**config.mk**
```make
export PLATFORM = sky130hd
export DESIGN_NAME = uart_rx_flat
export DESIGN_NICKNAME = d
export VERILOG_FILES = /design/src/rtl/uart_rx_if.sv /design/src/rtl/uart_rx.sv /design/src/flat_wrapper.sv
export SDC_FILE = /design/constraint.sdc
export NUM_CORES = 1
export LEC_CHECK = 0
export CAP_MARGIN = 20
export CORE_MARGIN = 1
export CORE_UTILIZATION = 35
export CTS_CLUSTER_DIAMETER = 120
export DETAILED_ROUTE_END_ITERATION = 8
export GPL_ROUTABILITY_DRIVEN = 0
export GPL_TIMING_DRIVEN = 0
export SKIP_CTS_REPAIR_TIMING = 1
export SLEW_MARGIN = 20
export SYNTH_ARGS = -nofsm -noshare
export SYNTH_HDL_FRONTEND = slang
export SYNTH_SLANG_ARGS = --single-unit
```
**constraint.sdc**
```tcl
create_clock -name clk -period 1.64 [get_ports clk]
set_clock_uncertainty 0.1 [all_clocks]
set_input_delay 0.164 -clock clk [delete_from_list [all_inputs] [get_ports clk]]
set_output_delay 0.164 -clock clk [all_outputs]
set_load 0.05 [all_outputs]
```
**src/rtl/uart_rx_if.sv**
```systemverilog
// UART receiver bus: oversample tick and serial line in, received byte and
// status strobes out. The receiver sits on the slave side.
`timescale 1ns/1ps

interface uart_rx_if;
    logic       bclk;
    logic       rx;
    logic [7:0] rx_data;
    logic       rx_valid;
    logic       frame_err;
    logic       parity_err;
    logic       busy;

    modport master (
        output bclk,
        output rx,
        input  rx_data,
        input  rx_valid,
        input  frame_err,
        input  parity_err,
        input  busy
    );

    modport slave (
        input  bclk,
        input  rx,
        output rx_data,
        output rx_valid,
        output frame_err,
        output parity_err,
        output busy
    );
endinterface

```
**src/rtl/uart_rx.sv**
```systemverilog
// 16x-oversampling UART receiver with an optional parity bit.
// The start bit is confirmed mid-bit. Data, parity and stop are then sampled
// every 16 ticks. Frame results are presented as one-clk registered strobes.
`timescale 1ns/1ps

module uart_rx #(
    parameter int DATA_BITS  = 8,
    parameter int PARITY_EN  = 0,
    parameter int PARITY_ODD = 0
) (
    input  logic     clk,
    input  logic     reset,
    uart_rx_if.slave bus
);

    typedef enum logic [2:0] {
        S_IDLE   = 3'd0,
        S_START  = 3'd1,
        S_DATA   = 3'd2,
        S_PARITY = 3'd3,
        S_STOP   = 3'd4
    } state_t;

    localparam logic [2:0] LAST_BIT  = 3'(DATA_BITS - 1);
    localparam int         SHIFT_AMT = 8 - DATA_BITS;
    localparam logic       HAS_PAR   = (PARITY_EN != 0);
    localparam logic       ODD_PAR   = (PARITY_ODD != 0);

    // Error flag: the data bits XORed with the received parity bit and the odd
    // selector give 1 exactly when the frame's parity is wrong.
    function automatic logic f_parity_err(input logic [7:0] data, input logic par_bit);
        return (^data) ^ par_bit ^ ODD_PAR;
    endfunction

    state_t     r_state;
    state_t     w_state_next;
    logic       r_sync1;
    logic       r_rx_s;
    logic       r_rx_d;
    logic [3:0] r_tick;
    logic [2:0] r_bitcnt;
    logic [7:0] r_shift;
    logic       r_par_bit;
    logic [7:0] r_rx_data;
    logic       r_rx_valid;
    logic       r_frame_err;
    logic       r_parity_err;
    logic       r_busy;

    logic       w_fall;
    logic       w_tick_mid;
    logic       w_tick_last;
    logic       w_last_bit;
    logic       w_tick_clr;
    logic       w_tick_inc;
    logic       w_bit_clr;
    logic       w_bit_inc;
    logic       w_shift_en;
    logic       w_par_sample;
    logic       w_stop_sample;
    logic [7:0] w_aligned;

    assign w_fall      = r_rx_d & ~r_rx_s;
    assign w_tick_mid  = (r_tick == 4'd7);
    assign w_tick_last = (r_tick == 4'd15);
    assign w_last_bit  = (r_bitcnt == LAST_BIT);
    // The shift register fills from the MSB, so the first bit received ends up
    // in bit 0 once the word is shifted down by the unused width.
    assign w_aligned   = r_shift >> SHIFT_AMT;

    // Two-flop synchronizer plus a delayed copy for falling-edge detection.
    always_ff @(posedge clk) begin
        if (reset) begin
            r_sync1 <= 1'b1;
            r_rx_s  <= 1'b1;
            r_rx_d  <= 1'b1;
        end else begin
            r_sync1 <= bus.rx;
            r_rx_s  <= r_sync1;
            r_rx_d  <= r_rx_s;
        end
    end

    // State register.
    always_ff @(posedge clk) begin
        if (reset) begin
            r_state <= S_IDLE;
        end else begin
            r_state <= w_state_next;
        end
    end

    // Next-state logic. Only IDLE reacts on non-tick cycles.
    always_comb begin
        w_state_next = r_state;
        case (r_state)
            S_IDLE: begin
                if (w_fall) begin
                    w_state_next = S_START;
                end else begin
                    w_state_next = S_IDLE;
                end
            end
            S_START: begin
                if (bus.bclk && w_tick_mid) begin
                    if (r_rx_s) begin
                        w_state_next = S_IDLE;
                    end else begin
                        w_state_next = S_DATA;
                    end
                end else begin
                    w_state_next = S_START;
                end
            end
            S_DATA: begin
                if (bus.bclk && w_tick_last && w_last_bit) begin
                    if (HAS_PAR) begin
                        w_state_next = S_PARITY;
                    end else begin
                        w_state_next = S_STOP;
                    end
                end else begin
                    w_state_next = S_DATA;
                end
            end
            S_PARITY: begin
                if (bus.bclk && w_tick_last) begin
                    w_state_next = S_STOP;
                end else begin
                    w_state_next = S_PARITY;
                end
            end
            S_STOP: begin
                if (bus.bclk && w_tick_last) begin
                    w_state_next = S_IDLE;
                end else begin
                    w_state_next = S_STOP;
                end
            end
            default: begin
                w_state_next = S_IDLE;
            end
        endcase
    end

    // Per-state control strobes for the counters, shifter and frame result.
    always_comb begin
        w_tick_clr    = 1'b0;
        w_tick_inc    = 1'b0;
        w_bit_clr     = 1'b0;
        w_bit_inc     = 1'b0;
        w_shift_en    = 1'b0;
        w_par_sample  = 1'b0;
        w_stop_sample = 1'b0;
        case (r_state)
            S_IDLE: begin
                w_tick_clr = 1'b1;
                w_bit_clr  = 1'b1;
            end
            S_START: begin
                if (bus.bclk) begin
                    if (w_tick_mid) begin
                        w_tick_clr = 1'b1;
                    end else begin
                        w_tick_inc = 1'b1;
                    end
                end else begin
                    w_tick_inc = 1'b0;
                end
            end
            S_DATA: begin
                if (bus.bclk) begin
                    w_tick_inc = 1'b1;
                    if (w_tick_last) begin
                        w_shift_en = 1'b1;
                        if (w_last_bit) begin
                            w_bit_clr = 1'b1;
                        end else begin
                            w_bit_inc = 1'b1;
                        end
                    end else begin
                        w_shift_en = 1'b0;
                    end
                end else begin
                    w_tick_inc = 1'b0;
                end
            end
            S_PARITY: begin
                if (bus.bclk) begin
                    w_tick_inc   = 1'b1;
                    w_par_sample = w_tick_last;
                end else begin
                    w_tick_inc = 1'b0;
                end
            end
            S_STOP: begin
                if (bus.bclk) begin
                    w_tick_inc    = 1'b1;
                    w_stop_sample = w_tick_last;
                end else begin
                    w_tick_inc = 1'b0;
                end
            end
            default: begin
                w_tick_clr = 1'b1;
                w_bit_clr  = 1'b1;
            end
        endcase
    end

    // Tick/bit counters, data shifter and captured parity bit.
    always_ff @(posedge clk) begin
        if (reset) begin
            r_tick    <= 4'd0;
            r_bitcnt  <= 3'd0;
            r_shift   <= 8'd0;
            r_par_bit <= 1'b0;
        end else begin
            if (w_tick_clr) begin
                r_tick <= 4'd0;
            end else if (w_tick_inc) begin
                r_tick <= r_tick + 4'd1;
            end else begin
                r_tick <= r_tick;
            end

            if (w_bit_clr) begin
                r_bitcnt <= 3'd0;
            end else if (w_bit_inc) begin
                r_bitcnt <= r_bitcnt + 3'd1;
            end else begin
                r_bitcnt <= r_bitcnt;
            end

            if (w_shift_en) begin
                r_shift <= {r_rx_s, r_shift[7:1]};
            end else begin
                r_shift <= r_shift;
            end

            if (w_par_sample) begin
                r_par_bit <= r_rx_s;
            end else begin
                r_par_bit <= r_par_bit;
            end
        end
    end

    // Registered outputs. rx_data only moves on a good frame.
    always_ff @(posedge clk) begin
        if (reset) begin
            r_rx_data    <= 8'd0;
            r_rx_valid   <= 1'b0;
            r_frame_err  <= 1'b0;
            r_parity_err <= 1'b0;
            r_busy       <= 1'b0;
        end else begin
            r_rx_valid   <= w_stop_sample & r_rx_s;
            r_frame_err  <= w_stop_sample & ~r_rx_s;
            r_parity_err <= HAS_PAR & w_stop_sample & f_parity_err(w_aligned, r_par_bit);
            r_busy       <= (w_state_next != S_IDLE);
            if (w_stop_sample && r_rx_s) begin
                r_rx_data <= w_aligned;
            end else begin
                r_rx_data <= r_rx_data;
            end
        end
    end

    assign bus.rx_data    = r_rx_data;
    assign bus.rx_valid   = r_rx_valid;
    assign bus.frame_err  = r_frame_err;
    assign bus.parity_err = r_parity_err;
    assign bus.busy       = r_busy;

endmodule
```
**src/flat_wrapper.sv**
```systemverilog
// flat-port wrapper written by rule: the top's interface ports become plain ports
module uart_rx_flat 
#(
    parameter int DATA_BITS  = 8,
    parameter int PARITY_EN  = 0,
    parameter int PARITY_ODD = 0
)
  (clk, reset, bus_bclk, bus_rx, bus_rx_data, bus_rx_valid, bus_frame_err, bus_parity_err, bus_busy);
  uart_rx_if bus_i ();
  input  logic clk;
  input  logic reset;
  input wire logic [$bits(bus_i.bclk)-1:0] bus_bclk;
  input wire logic [$bits(bus_i.rx)-1:0] bus_rx;
  output wire logic [$bits(bus_i.rx_data)-1:0] bus_rx_data;
  output wire logic [$bits(bus_i.rx_valid)-1:0] bus_rx_valid;
  output wire logic [$bits(bus_i.frame_err)-1:0] bus_frame_err;
  output wire logic [$bits(bus_i.parity_err)-1:0] bus_parity_err;
  output wire logic [$bits(bus_i.busy)-1:0] bus_busy;
  assign bus_i.bclk = bus_bclk;
  assign bus_i.rx = bus_rx;
  assign bus_rx_data = bus_i.rx_data;
  assign bus_rx_valid = bus_i.rx_valid;
  assign bus_frame_err = bus_i.frame_err;
  assign bus_parity_err = bus_i.parity_err;
  assign bus_busy = bus_i.busy;
  uart_rx #(.DATA_BITS(DATA_BITS), .PARITY_EN(PARITY_EN), .PARITY_ODD(PARITY_ODD)) u_core (.clk(clk), .reset(reset), .bus(bus_i));
endmodule
```
==> metrics.txt <==
status finished with violations; failing checks negative setup slack; height of the chip 63.8 microns; clock-pin slew on the worst setup and hold paths 0.06 ns; gr ovfl total 0; layout cells sized above 1 17.3%; Synth warnings 0; Crit path max-delay family simple AND/OR/NAND/NOR gates; multi-input logic area 692 sq um; clock latency on the worst-skew pair 0.28 ns; Logic pwr share 4.3%; crit path cell chain nand4_1, or3_4, or3b_1, a21boi_1; Worst path max stage delay 0.47 ns; Post-DP HPWL 1.77 mm; first-pass iteration count of the detailed router 4; startpoint types register; Reg power frac 55.9%; first-pass GRT wire length 4.47 mm; synthesized flop and latch total 32; Net Switching 0.000311 W; Routed wire per std cell 13.0 microns; Iter 0 DRT Violations 12; crit path time final 1.83 ns; CTS tree done; Post-synth top flop dfxtp_1; initial antenna violation count 0; final core utilization 47.2%; largest net degree at the start of global routing 11; Maximum Capacitance Violations 0; Pint 0.00109 W; pre-CTS setup slack -0.526 ns; Yosys top cell area share 47.9%; unrepaired setup endpoints after global routing true; Final Hold Vio Count 0; CP bufs+invs 0; H-tree Lvls 2; most frequent cell after synthesis dfxtp_1; diode count 0; synth cell count leaders dfxtp_1, nor2_1, mux2i_1, clkbuf_1, nand2_1; fill count 339; pwr dens 811 nW/um^2; Worst EP required 1.75 ns; Final nets 169; Worst Slack Setup Final -0.187 ns; Final ANT Viol Nets 0; FF/Latch Area 648 sq um; CP arrival 1.94 ns; VDD IR-drop max 0.508 mV; Port Buffers 13; cell area after synthesis 1340 sq um; area grow syn2layout 29.2%; core area 3660 sq um; Max Buffers Root-to-Sink 2; Post-Route WL 2.73 mm; Ports 16; Slew Limit Fails 0; sequential share of the synthesized area 47.9%; FP Rows 22; clk sinks 32; die width 63.8 microns; Async SR Flop Fraction 0%; vias per std cell 5.16; P_leak 0.920 nW; Tot GR Track Use 14.5%; total CTS buffers 5; syn nets 146; fin crit share 111%; switching part of the total power 22.2%; worst-margin pin slew 0.508 ns; drt drc 0; Post-Synthesis Cells 139; die area 4070 sq um; synthesized area per cell 9.62 sq um; Initial Util 36.5%; relative slew slack 66.0%; Critical Path End Type register; CP max stage cell dfxtp_1; ranking of synthesized cells by area dfxtp_1, mux2i_1, nor2_1, ha_1, clkbuf_1; hold_ws 0.217 ns; Hold WC Path Type primary input to register; FMAX 547 MHz; Crit Path Class register to register; Final Setup Violations 16; number of synthesized flops with an enable pin 0; setup TNS -1.67 ns; Worst Path Max Fanout 8; number of global-route vias before repair 1,014; CTS root buf clkbuf_8; area leader, netlist dfxtp_1; Clk pwr share 39.8%; library cells used by synthesis 34; vias post-DR 1,084
power groups by stage:
stage               clock network (W)  registers [W]  logic [W]
finish                       0.000557       0.000783  0.0000602
global placement                    0       0.000803  0.0000539
detailed placement                  0       0.000804  0.0000546
floorplan                           0       0.000808  0.0000338
CTS                          0.000574       0.000786  0.0000550
global route                 0.000609       0.000783  0.0000654
path summary, 6_finish.rpt:
path / start / end / slack, ns / cells past startpoint
setup / recovery: u_core.r_tick[3] / u_core.r_bitcnt[2] / -0.19 / 4
hold / removal: reset / u_core.bus.busy / 0.22 / 3
setup reg to reg: u_core.r_tick[3] / u_core.r_bitcnt[2] / -0.19 / 4
hold reg to reg: u_core.r_sync1 / u_core.r_rx_s / 0.34 / 1
area by class of cell:
type                            instances  share of cell area [%]
Buffer                                  9                    3.19
Inverter                                2                   0.434
Sequential cell                        32                    37.5
Clock inverter                          1                   0.290
Multi-Input combinational cell         95                    40.0
Clock buffer                            6                    4.20
Tap cell                               48                    3.48
Timing Repair Buffer                   17                    10.9
flip-flops by register name, summed over array words and instances, names as in the netlist:
signal and cells:
u_core.r_state 3, u_core.bus.rx_data 8, u_core.bus.busy 1, u_core.bus.frame_err 1
u_core.r_rx_d 1, u_core.r_sync1 1, u_core.r_bitcnt 3, u_core.r_shift 8
u_core.r_rx_s 1, u_core.r_tick 4, u_core.bus.rx_valid 1
stage by stage:
| step | std cells | power, W | instance area (sq um) |
|---|---|---|---|
| after detailed placement | 200 | 0.000858 | 1540 |
| after global routing | 210 | 0.00146 | 1730 |
| after global placement | 200 | 0.000857 | 1540 |
| final | 210 | 0.00140 | 1730 |
| after CTS | 207 | 0.00142 | 1620 |
| after floorplan | 139 | 0.000842 | 1350 |
placed cells by master, fill, tap and decap left out, types with 3 or more instances in the layout:
cell / n
a21boi_1: 3
dlymetal6s2s_1: 11
nor2_1: 21
buf_4: 6
or2_2: 3
clkbuf_1: 4
nand2_1: 7
nand2b_1: 3
dfxtp_1: 30
clkbuf_8: 5
nand3_1: 4
mux2i_1: 18
metal layers:
layer | track usage, % | wire [microns]
met2 | 24.2 | 1410
met1 | 16.1 | 1120
met5 | 0 | 0
met4 | 7.67 | 70
met3 | 5.18 | 134
worst register-to-register path, cell delays in order (launching register included):
cell and delay, ns:
dfxtp_1 0.47, nand4_1 0.22, or3_4 0.47, or3b_1 0.36, a21boi_1 0.13
cells by family (layout without fill, tap and decap cells):
family,Yosys count,in the layout,share of synthesized area [%]
DFF,32,32,47.9
adders and majority gates,3,3,2.81
AOI/OAI and AO/OA,16,16,8.70
other,1,1,0.280
buffers and inverters,12,35,3.84
xor gates and xnor gates,1,1,0.655
and+or+nand+nor,55,55,21.6
muxes,19,19,14.2
(Power assumes the default switching activity.)
